==> src/rtl/icache_mshr_alloc_ctrl.sv <==
// MSHR entry allocator for the icache: tracks FREE/LOOKUP/MISS/REFILL per entry, offers the lowest FREE entry
// with 0-cycle latency from registered state, and issues refills with a held request under dn_req_rdy backpressure.
module icache_mshr_alloc_ctrl #(
    parameter int MSHR_ENTRY_NUM         = 8,
    parameter int MSHR_ENTRY_INDEX_WIDTH = 3
) (
    input  logic                              clk,
    input  logic                              rst_n,
    output logic                              alloc_vld,
    output logic [MSHR_ENTRY_INDEX_WIDTH-1:0] alloc_index,
    input  logic                              alloc_rdy,
    input  logic                              lookup_vld,
    input  logic [MSHR_ENTRY_INDEX_WIDTH-1:0] lookup_index,
    input  logic                              lookup_hit,
    output logic                              dn_req_vld,
    input  logic                              dn_req_rdy,
    output logic [MSHR_ENTRY_INDEX_WIDTH-1:0] dn_req_index,
    input  logic                              refill_done_vld,
    input  logic [MSHR_ENTRY_INDEX_WIDTH-1:0] refill_done_index,
    output logic [MSHR_ENTRY_INDEX_WIDTH:0]   free_cnt,
    output logic                              full,
    output logic                              err
);

    localparam int N  = MSHR_ENTRY_NUM;
    localparam int IW = MSHR_ENTRY_INDEX_WIDTH;

    typedef enum logic [1:0] {
        ST_FREE   = 2'd0,
        ST_LOOKUP = 2'd1,
        ST_MISS   = 2'd2,
        ST_REFILL = 2'd3
    } ent_state_t;

    ent_state_t        ent_q [N];
    ent_state_t        ent_d [N];
    logic              dn_lat_vld_q, dn_lat_vld_d;
    logic [IW-1:0]     dn_lat_idx_q, dn_lat_idx_d;
    logic [IW:0]       free_cnt_q, free_cnt_d;
    logic              err_q, err_d;

    logic              any_free, any_miss;
    logic [IW-1:0]     free_idx, miss_idx;
    logic              alloc_fire, dn_fire, lookup_ok, refill_ok;

    // Priority pick: scanning downward leaves the lowest matching index.
    always_comb begin
        any_free = 1'b0;
        free_idx = '0;
        any_miss = 1'b0;
        miss_idx = '0;
        for (int i = N - 1; i >= 0; i--) begin
            if (ent_q[i] == ST_FREE) begin
                any_free = 1'b1;
                free_idx = IW'(i);
            end
            if (ent_q[i] == ST_MISS) begin
                any_miss = 1'b1;
                miss_idx = IW'(i);
            end
        end
    end

    assign alloc_vld    = any_free;
    assign alloc_index  = free_idx;
    // A stalled request keeps its index even if a lower entry misses meanwhile.
    assign dn_req_vld   = dn_lat_vld_q | any_miss;
    assign dn_req_index = dn_lat_vld_q ? dn_lat_idx_q : miss_idx;

    assign alloc_fire = alloc_vld && alloc_rdy;
    assign dn_fire    = dn_req_vld && dn_req_rdy;
    assign lookup_ok  = lookup_vld && (ent_q[lookup_index] == ST_LOOKUP);
    assign refill_ok  = refill_done_vld && (ent_q[refill_done_index] == ST_REFILL);

    always_comb begin
        for (int i = 0; i < N; i++) begin
            ent_d[i] = ent_q[i];
        end
        if (alloc_fire) begin
            ent_d[free_idx] = ST_LOOKUP;
        end
        if (lookup_ok) begin
            ent_d[lookup_index] = lookup_hit ? ST_FREE : ST_MISS;
        end
        if (dn_fire) begin
            ent_d[dn_req_index] = ST_REFILL;
        end
        if (refill_ok) begin
            ent_d[refill_done_index] = ST_FREE;
        end

        dn_lat_vld_d = dn_req_vld && !dn_req_rdy;
        dn_lat_idx_d = dn_req_vld ? dn_req_index : dn_lat_idx_q;

        free_cnt_d = '0;
        for (int i = 0; i < N; i++) begin
            if (ent_d[i] == ST_FREE) begin
                free_cnt_d = free_cnt_d + (IW + 1)'(1);
            end
        end

        err_d = err_q
              | (lookup_vld && !lookup_ok)
              | (refill_done_vld && !refill_ok)
              | (alloc_rdy && !alloc_vld);
    end

    always_ff @(posedge clk or negedge rst_n) begin
        if (!rst_n) begin
            for (int i = 0; i < N; i++) begin
                ent_q[i] <= ST_FREE;
            end
            dn_lat_vld_q <= 1'b0;
            dn_lat_idx_q <= '0;
            free_cnt_q   <= (IW + 1)'(N);
            err_q        <= 1'b0;
        end else begin
            for (int i = 0; i < N; i++) begin
                ent_q[i] <= ent_d[i];
            end
            dn_lat_vld_q <= dn_lat_vld_d;
            dn_lat_idx_q <= dn_lat_idx_d;
            free_cnt_q   <= free_cnt_d;
            err_q        <= err_d;
        end
    end

    assign free_cnt = free_cnt_q;
    assign full     = (free_cnt_q == '0);
    assign err      = err_q;

endmodule

==> config.mk <==
export PLATFORM = sky130hd
export DESIGN_NAME = icache_mshr_alloc_ctrl
export DESIGN_NICKNAME = d
export VERILOG_FILES = /design/src/rtl/icache_mshr_alloc_ctrl.sv
export SDC_FILE = /design/constraint.sdc
export NUM_CORES = 1
export LEC_CHECK = 0
export ABC_AREA = 1
export BUFFER_PORTS_ARGS = -buffer_cell sky130_fd_sc_hd__buf_2
export CAP_MARGIN = 5
export CORE_MARGIN = 3
export CORE_UTILIZATION = 55
export DETAILED_ROUTE_END_ITERATION = 7
export PLACE_DENSITY = 0.75
export SYNTH_ARGS = -nofsm -noshare
export SYNTH_HDL_FRONTEND = slang
export SYNTH_SLANG_ARGS = --single-unit
==> constraint.sdc <==
create_clock -name clk -period 5.2 [get_ports clk]
set_input_delay 0.78 -clock clk [delete_from_list [all_inputs] [get_ports clk]]
set_output_delay 0.78 -clock clk [all_outputs]
set_load 0.01 [all_outputs]
==> results of run 1 <==
## metal layers
layer / global-route usage [%] / wire length (um)
met1: 34.05 / 3065
met2: 44.19 / 3057
met3: 4.054 / 371
met4: 9.091 / 201
met5: 0 / 0
## worst max-delay path by stage
stage                  end  cells after the start
2_1_floorplan  free_cnt[1]                     30
3_3_place_gp   free_cnt[1]                     29
3_5_place_dp   free_cnt[1]                     31
4_1_cts        free_cnt[1]                     31
5_1_grt        free_cnt[1]                     30
6_report       free_cnt[1]                     30
## registers in the layout, indices dropped and copies added (netlist names)
signal,cells
ent_q,16
dn_lat_idx_q,3
free_cnt,4
dn_lat_vld_q,1
err,1
## per-stage QoR
| stage | std cells | instance area, um^2 | util [%] | setup WS (ps) |
|---|---|---|---|---|
| 6_report | 522 | 2800 | 63.01 | 445.8 |
| 2_1_floorplan | 441 | 2567 | - | 753.9 |
| 3_3_place_gp | 518 | 2751 | 61.91 | 317.8 |
| 5_1_grt | 522 | 2800 | 63.01 | 116.6 |
| 4_1_cts | 522 | 2800 | 63.01 | 460.8 |
| 3_5_place_dp | 518 | 2751 | 61.91 | 170.1 |
## critical path, delay by kind of cell
| family | cells | cell delay, ps |
|---|---|---|
| simple gates | 18 | 2120 |
| buf+inv | 4 | 540 |
| fa+ha+maj | 4 | 1160 |
| compound gates | 4 | 310 |
## area by class of cell
class                      instances  area [um^2]
fill                             462         1644
multi-input combinational        327         1599
sequential                        25        626.9
inverter                          88        330.3
timing repair buffer              26        130.1
tap                               52        65.06
clock buffer                       3        41.29
clock inverter                     1        7.507
## report_power, final
part	switching, mW	total, mW	internal [mW]
Clock	0.0691	0.124	0.0544
Sequential	0.0530	0.327	0.274
Combinational	0.692	1.01	0.320
## cell families (layout without fill, tap and decap cells)
group | Yosys count | in the layout | synth area share, %
AO/OA/AOI/OAI | 35 | 35 | 8.138
XOR/XNOR | 2 | 2 | 0.6824
adder cells (fa/ha/maj) | 7 | 7 | 3.411
buffers and inverters | 89 | 118 | 13.30
flip-flops | 25 | 25 | 24.42
AND/OR/NAND/NOR | 283 | 283 | 50.05
## synthesized netlist by cell type (all sizes together)
library cell,number
buf,1
o211ai,3
o21ai,12
nor3,2
a21oi,8
nand4,7
a21boi,1
inv,88
or2,5
a2bb2oi,1
xor2,1
o22ai,7
nand3,54
nor4,1
ha,7
nand2,156
dfrtp,24
o21a,1
nor2,57
xnor2,1
and2,1
a31oi,2
dfstp,1
==> impl_summary.txt, run 1 <==
----------------------------------------------------
[Routing]
  Residual DRC count ... 0
  Detail-routed via count per cell ... 5.241
  ANT nets after route ... 0
  Total via count after detailed routing ... roughly 2,700
  Detailed-route wire length per cell ... 12.83 um
  Number of search-and-repair iterations in the first detailed-routing pass ... 4
  Total Routed Length ... roughly 6700 um
  First-iteration detailed-routing DRC count ... roughly 240

[Layout]
  Proportion of layout cells with a drive suffix above 1 ... around 15%
  Layout net count ... 491
  Commonest non-fill, non-tap cell in the layout ... sky130_fd_sc_hd__nand2_1
  Antenna diode instance count ... 0
  Commonest cells after routing, fill and taps aside ... sky130_fd_sc_hd__nand2_1 (137), sky130_fd_sc_hd__inv_1 (81), sky130_fd_sc_hd__nor2_1 (51)
  Synth-to-Final Area Change ... 9.065%

[Worst setup path]
  Critical path endpoint category ... flip-flop
  Depth of the worst register-to-register path ... 29
  Reg-to-reg startpoint ... ent_q[14]
  Worst endpoint required time ... around 5400 ps
  Launch point of the worst path ... lookup_index[0]
  Max FO, Critical Path ... 14
  Worst setup path class ... in2reg
  Largest incremental delay on the critical path ... ~300 ps
  CP max-delay cell ... sky130_fd_sc_hd__ha_1
  Capture instance of the worst register-to-register path ... free_cnt[1]
  Crit-path most repeated cell ... sky130_fd_sc_hd__nand2_1
  Flop-to-flop setup slack ... ~600 ps
  Endpoint arrival time on the critical path ... 4910 ps
  Crit path launch type ... primary input

[Clocking]
  Number of buffers inserted during clock tree synthesis ... 3
  Htree depth ... 1
  Buffers inserted by post-CTS timing repair ... 0
  Clock-pin slew on the worst setup and hold paths ... 100 ps
  TritonCTS clock tree ... yes
  Total clock sinks ... 25
  Worst-case clock buffer depth ... 2
  Clock root cell ... sky130_fd_sc_hd__clkbuf_8
  Clk_lat worst skew ... 270 ps
  Number of hold buffers added after CTS ... 0
  Gates resized, CTS repair ... 0

[Timing]
  Worst setup skew after layout ... 1.767 ps
  Shortest clock period the worst path allows after layout ... roughly 4800 ps
  Upper clock frequency limit ... around 210 MHz
  Final setup violation count ... 0
  Final hold slack ... ~480 ps
  Relative slew slack ... slightly above 60%
  Share of the clock period used by the worst path ... 91.43%
  Number of pins with negative max-slew slack in the final report ... 0
  Actual slew at the worst max-slew pin ... around 570 ps
  Count of final hold-check violations ... 0
  Accumulated negative setup slack ... 0 ps
  Setup repair after global routing missed its margin ... false

[GRT]
  Maximum number of pins on one net before global-route repair ... 26
  First-pass GRT wire length ... about 11,000 um
  Remaining Overflow, GRT ... 0
  GRT Overall Usage ... about a quarter
  Number of antenna violations at the first check in global routing ... 0
  Vias in the first global route ... ~2,600

[Yosys]
  Net count of the mapped netlist ... roughly 460
  Average size of a mapped cell ... 5.822 um^2
  Synthesized instance count ... 441
  Yosys reg bits ... 25
  Cell Area, Synth ... ~2600 um^2
  Leading cell types by total area after synthesis ... sky130_fd_sc_hd__dfrtp_1 (23%), sky130_fd_sc_hd__nand2_1 (20%), sky130_fd_sc_hd__inv_1 (12%)
  Cell taking the most area after synthesis ... sky130_fd_sc_hd__dfrtp_1
  Distinct cell type count of the synthesized netlist ... 32
  Synth top area share ... between 20% and 30%
  Sequential element share of the synthesized area ... ~24%
  Total of warnings raised by yosys ... 0

[Hold path]
  Worst hold path class ... in2async

[Floorplanning]
  Effective utilization at floorplan ... about 58%
  Overall die area ... ~5500 um^2
  Die X ... 74.33 um
  Ports ... 27
  Die Height ... roughly 74 um
  Placeable core region ... between 4000 and 5000 um^2
  Num rows ... 24

[Place]
  Post-DP HPWL ... approximately 5600 um
  Number of input and output port buffers inserted ... 26
  GP Congestion ... 0.9422

[Power and ir drop]
  Power density over the cells ... between 500 and 600 nW/um^2
  Overall power of the completed layout ... ~1.5 mW
  VDD IR max ... between 0.2 and 0.25 mV
  Static Leak ... between 1.5 and 2 nW

[Flow run]
  Maxcap violations ... 0

[Outcome]
  Status ... completed

----------------------------------------------------
Power figures use the tool's default switching activity.
==> inputs of run 2 (changes only) <==
--- a/config.mk
+++ b/config.mk
@@ -12,6 +12,7 @@
 export CORE_UTILIZATION = 55
 export DETAILED_ROUTE_END_ITERATION = 7
 export PLACE_DENSITY = 0.75
+export RECOVER_POWER = 50
 export SYNTH_ARGS = -nofsm -noshare
 export SYNTH_HDL_FRONTEND = slang
 export SYNTH_SLANG_ARGS = --single-unit
==> constraint.sdc (replaced) <==
create_clock -name clk -period 5.2 [get_ports clk]
set_input_delay 1.04 -clock clk [delete_from_list [all_inputs] [get_ports clk]]
set_output_delay 1.04 -clock clk [all_outputs]
set_load 0.01 [all_outputs]
==> run 2 against run 1 <==
Die area unchanged. Global-route usage decreased by 0.75 points. Total power decreased by 0.40%. Routed wire length decreased by 1.6%. Critical path type unchanged. First-iteration DRC count decreased by 12%. Critical path depth increased by 1. Combinational power about the same. Non-clock buffer count increased by 2. Clock power about the same. Sequential share of layout area decreased by 0.15 points. Critical endpoint unchanged. Count of clock-buffer cells in the layout unchanged.
==> impl_summary.txt, run 2 (synthesis gave the netlist of run 1 again) <==
----------------------------------------------------
[Timing]
  Accumulated negative setup slack ... 0 ps (unchanged)
  Share of the clock period used by the worst path ... 93.50% (+2.1 points)
  Upper clock frequency limit ... 205.7 MHz (-2.2%)
  Relative slew slack ... 7.962% (-54 points)
  Setup repair after global routing missed its margin ... false
  Actual slew at the worst max-slew pin ... 1381 ps (+809.6 ps)
  Number of pins with negative max-slew slack in the final report ... 0 (unchanged)
  Shortest clock period the worst path allows after layout ... 4862 ps (+107.7 ps)
  Worst setup skew after layout ... 4.175 ps (+2.408 ps)
  Final setup violation count ... 0 (unchanged)
  Count of final hold-check violations ... 0 (unchanged)

[Power and ir drop]
  Static Leak ... 1.693 nW (+0.19%)
  Power density over the cells ... 516.5 nW/um^2 (-1.1%)
  Switching share of power ... 55.44% (-0.22 points)
  Combinational power share ... 68.9% (-0.3 points)
  Clock network fraction of design power ... 8.5% (about the same)
  Overall power of the completed layout ... 1.456 mW (-0.40%)
  Sw power ... 0.8072 mW (-0.80%)
  VDD IR max ... 0.3176 mV (+30%)
  Seq pwr share ... 22.6% (+0.3 points)
  Pint ... 0.6488 mW (+0.10%)

[Clocking]
  Number of buffers inserted during clock tree synthesis ... 3 (unchanged)
  Worst-case clock buffer depth ... 2 (unchanged)
  Clk_lat worst skew ... 270 ps (about the same)
  TritonCTS clock tree ... yes
  Clock-pin slew on the worst setup and hold paths ... 100 ps (about the same)
  Clock root cell ... sky130_fd_sc_hd__clkbuf_8
  Total clock sinks ... 25 (unchanged)
  Htree depth ... 1 (unchanged)
  Number of hold buffers added after CTS ... 0 (unchanged)

[Routing]
  Detailed-route wire length per cell ... 12.57 um (-2.0%)
  Topmost layer with routed signal wires ... met4
  Residual DRC count ... 0 (unchanged)
  Total Routed Length ... 6588 um (-1.6%)
  First-iteration detailed-routing DRC count ... 214 (-12%)
  Number of search-and-repair iterations in the first detailed-routing pass ... 5 (+1)
  Total via count after detailed routing ... 2,767 (+1.1%)
  Detail-routed via count per cell ... 5.281 (+0.75%)
  Detailed-routed wire length on met2 ... 2957 um (-3.3%)
  Detailed-routing wirelength on met1 ... 3062 um (about the same)
  Length of routed met3 wiring ... 265 um (-29%)
  ANT nets after route ... 0 (unchanged)

[Layout]
  Footprint of the multi-input gates ... 1599 um^2 (unchanged)
  Utilization of the core after routing ... 63.43% (+0.42 points)
  Antenna diode instance count ... 0 (unchanged)
  Proportion of layout cells with a drive suffix above 1 ... 14.62% (-0.27 points)
  Filler Cells Inserted ... 446 (-3.5%)
  Synth-to-Final Area Change ... 9.795%
  Layout net count ... 493 (+0.41%)
  Design area ... 2819 um^2 (+0.67%)
  Max FFs per register ... 16 (unchanged)
  Commonest cells after routing, fill and taps aside ... sky130_fd_sc_hd__nand2_1 (137), sky130_fd_sc_hd__inv_1 (81), sky130_fd_sc_hd__nor2_1 (51)
  Register containing the most flip-flops in the final layout ... ent_q
  Number of standard cells in the layout, taps in and fillers out ... 524 (+0.38%)
  Commonest non-fill, non-tap cell in the layout ... sky130_fd_sc_hd__nand2_1
  Register area ... 626.9 um^2 (unchanged)

[Floorplanning]
  Overall die area ... 5524 um^2 (unchanged)
  Ports ... 27 (unchanged)
  Die X ... 74.33 um (unchanged)
  Die Height ... 74.33 um (unchanged)
  Effective utilization at floorplan ... 57.77% (unchanged)
  Placeable core region ... 4444 um^2 (unchanged)
  Num rows ... 24 (unchanged)

[Hold path]
  Worst hold path class ... reg2reg

[GRT]
  Number of antenna violations at the first check in global routing ... 0 (unchanged)
  Maximum number of pins on one net before global-route repair ... 26 (unchanged)
  Vias in the first global route ... 2,503 (-2.3%)
  First-pass GRT wire length ... 10,780 um (-3.6%)
  GRT Overall Usage ... 25.41% (-0.75 points)
  Remaining Overflow, GRT ... 0 (unchanged)

[Place]
  Post-DP HPWL ... 5491 um (-1.5%)
  Number of input and output port buffers inserted ... 26 (unchanged)
  GP Congestion ... 0.9666 (+2.6%)
  Cell area after placement ... 2766 um^2 (+0.55%)
  Count of placed standard cells including taps ... 520 (+0.39%)

[Worst setup path]
  Largest incremental delay on the critical path ... 300 ps (about the same)
  Max FO, Critical Path ... 14 (unchanged)
  Crit-path most repeated cell ... sky130_fd_sc_hd__nand2_1
  Critical path endpoint category ... flip-flop
  Worst setup path class ... in2reg
  Worst endpoint required time ... 5360 ps (about the same)
  Endpoint arrival time on the critical path ... 5020 ps (+110 ps)
  CP max-delay cell ... sky130_fd_sc_hd__ha_1
  Crit path launch type ... primary input

[Outcome]
  Status ... completed

[Flow run]
  Maxcap violations ... 0 (unchanged)

----------------------------------------------------
run 2: changes by cell type in the layout (fill, tap and decap cells not counted):
cell                       previous run  this run
sky130_fd_sc_hd__inv_6                0         1
sky130_fd_sc_hd__inv_2                7         6
sky130_fd_sc_hd__clkbuf_4             0         1
sky130_fd_sc_hd__buf_2               26        22
sky130_fd_sc_hd__buf_4                0         2
sky130_fd_sc_hd__clkbuf_1             0         3
run 2: cell type report:
cell class | instances | area share, %
Clock buffer | 3 | 1.465
Clock inverter | 1 | 0.2663
Inverter | 88 | 11.90
Multi-Input combinational cell | 327 | 56.72
Sequential cell | 25 | 22.24
Tap cell | 52 | 2.308
Timing Repair Buffer | 28 | 5.104
run 2: metrics by stage:
step | setup WS (ps) | hold WS [ps]
5_1_grt | 7.527 | 517.7
3_3_place_gp | 140.4 | 467.3
2_1_floorplan | 493.9 | 450.1
6_report | 338.1 | 488.9
4_1_cts | 318.1 | 493.0
3_5_place_dp | 11.99 | 468.5
run 2: power by group through the flow:
stage / logic, mW / registers, mW / clock network [mW]
global placement: 0.992 / 0.329 / 0
finish: 1.00 / 0.329 / 0.123
floorplan: 0.740 / 0.318 / 0
CTS: 1.00 / 0.327 / 0.127
global route: 1.15 / 0.337 / 0.137
detailed placement: 0.999 / 0.331 / 0
run 2: final timing paths:
check	end	slack, ps	cells past startpoint	from
setup reg to reg	free_cnt[1]	620	29	ent_q[10]
hold / removal	dn_lat_idx_q[0]	490	2	dn_lat_idx_q[0]
hold reg to reg	dn_lat_idx_q[0]	490	2	dn_lat_idx_q[0]
min in group asynchronous	err	1060	1	rst_n
setup / recovery	free_cnt[1]	340	31	lookup_index[0]
max in group asynchronous	ent_q[0]	3330	1	rst_n
run 2: timing repair:
action,CTS,global route
resized for setup,0,3
buffers inserted,0,0
setup endpoints to repair,0,1
run 2: routing by layer:
metal | up-vias | track usage, %
li1 | 1433 | -
met1 | 1240 | 33.75
met2 | 73 | 41.14
met3 | 21 | 3.108
met4 | 0 | 12.06
met5 | - | 0
run 2: critical path, delay by kind of cell:
family | cells | cell delay (ps)
AOI/OAI and AO/OA | 4 | 320
adders and majority gates | 4 | 1150
buffers and inverters | 4 | 470
and+or+nand+nor | 19 | 2030
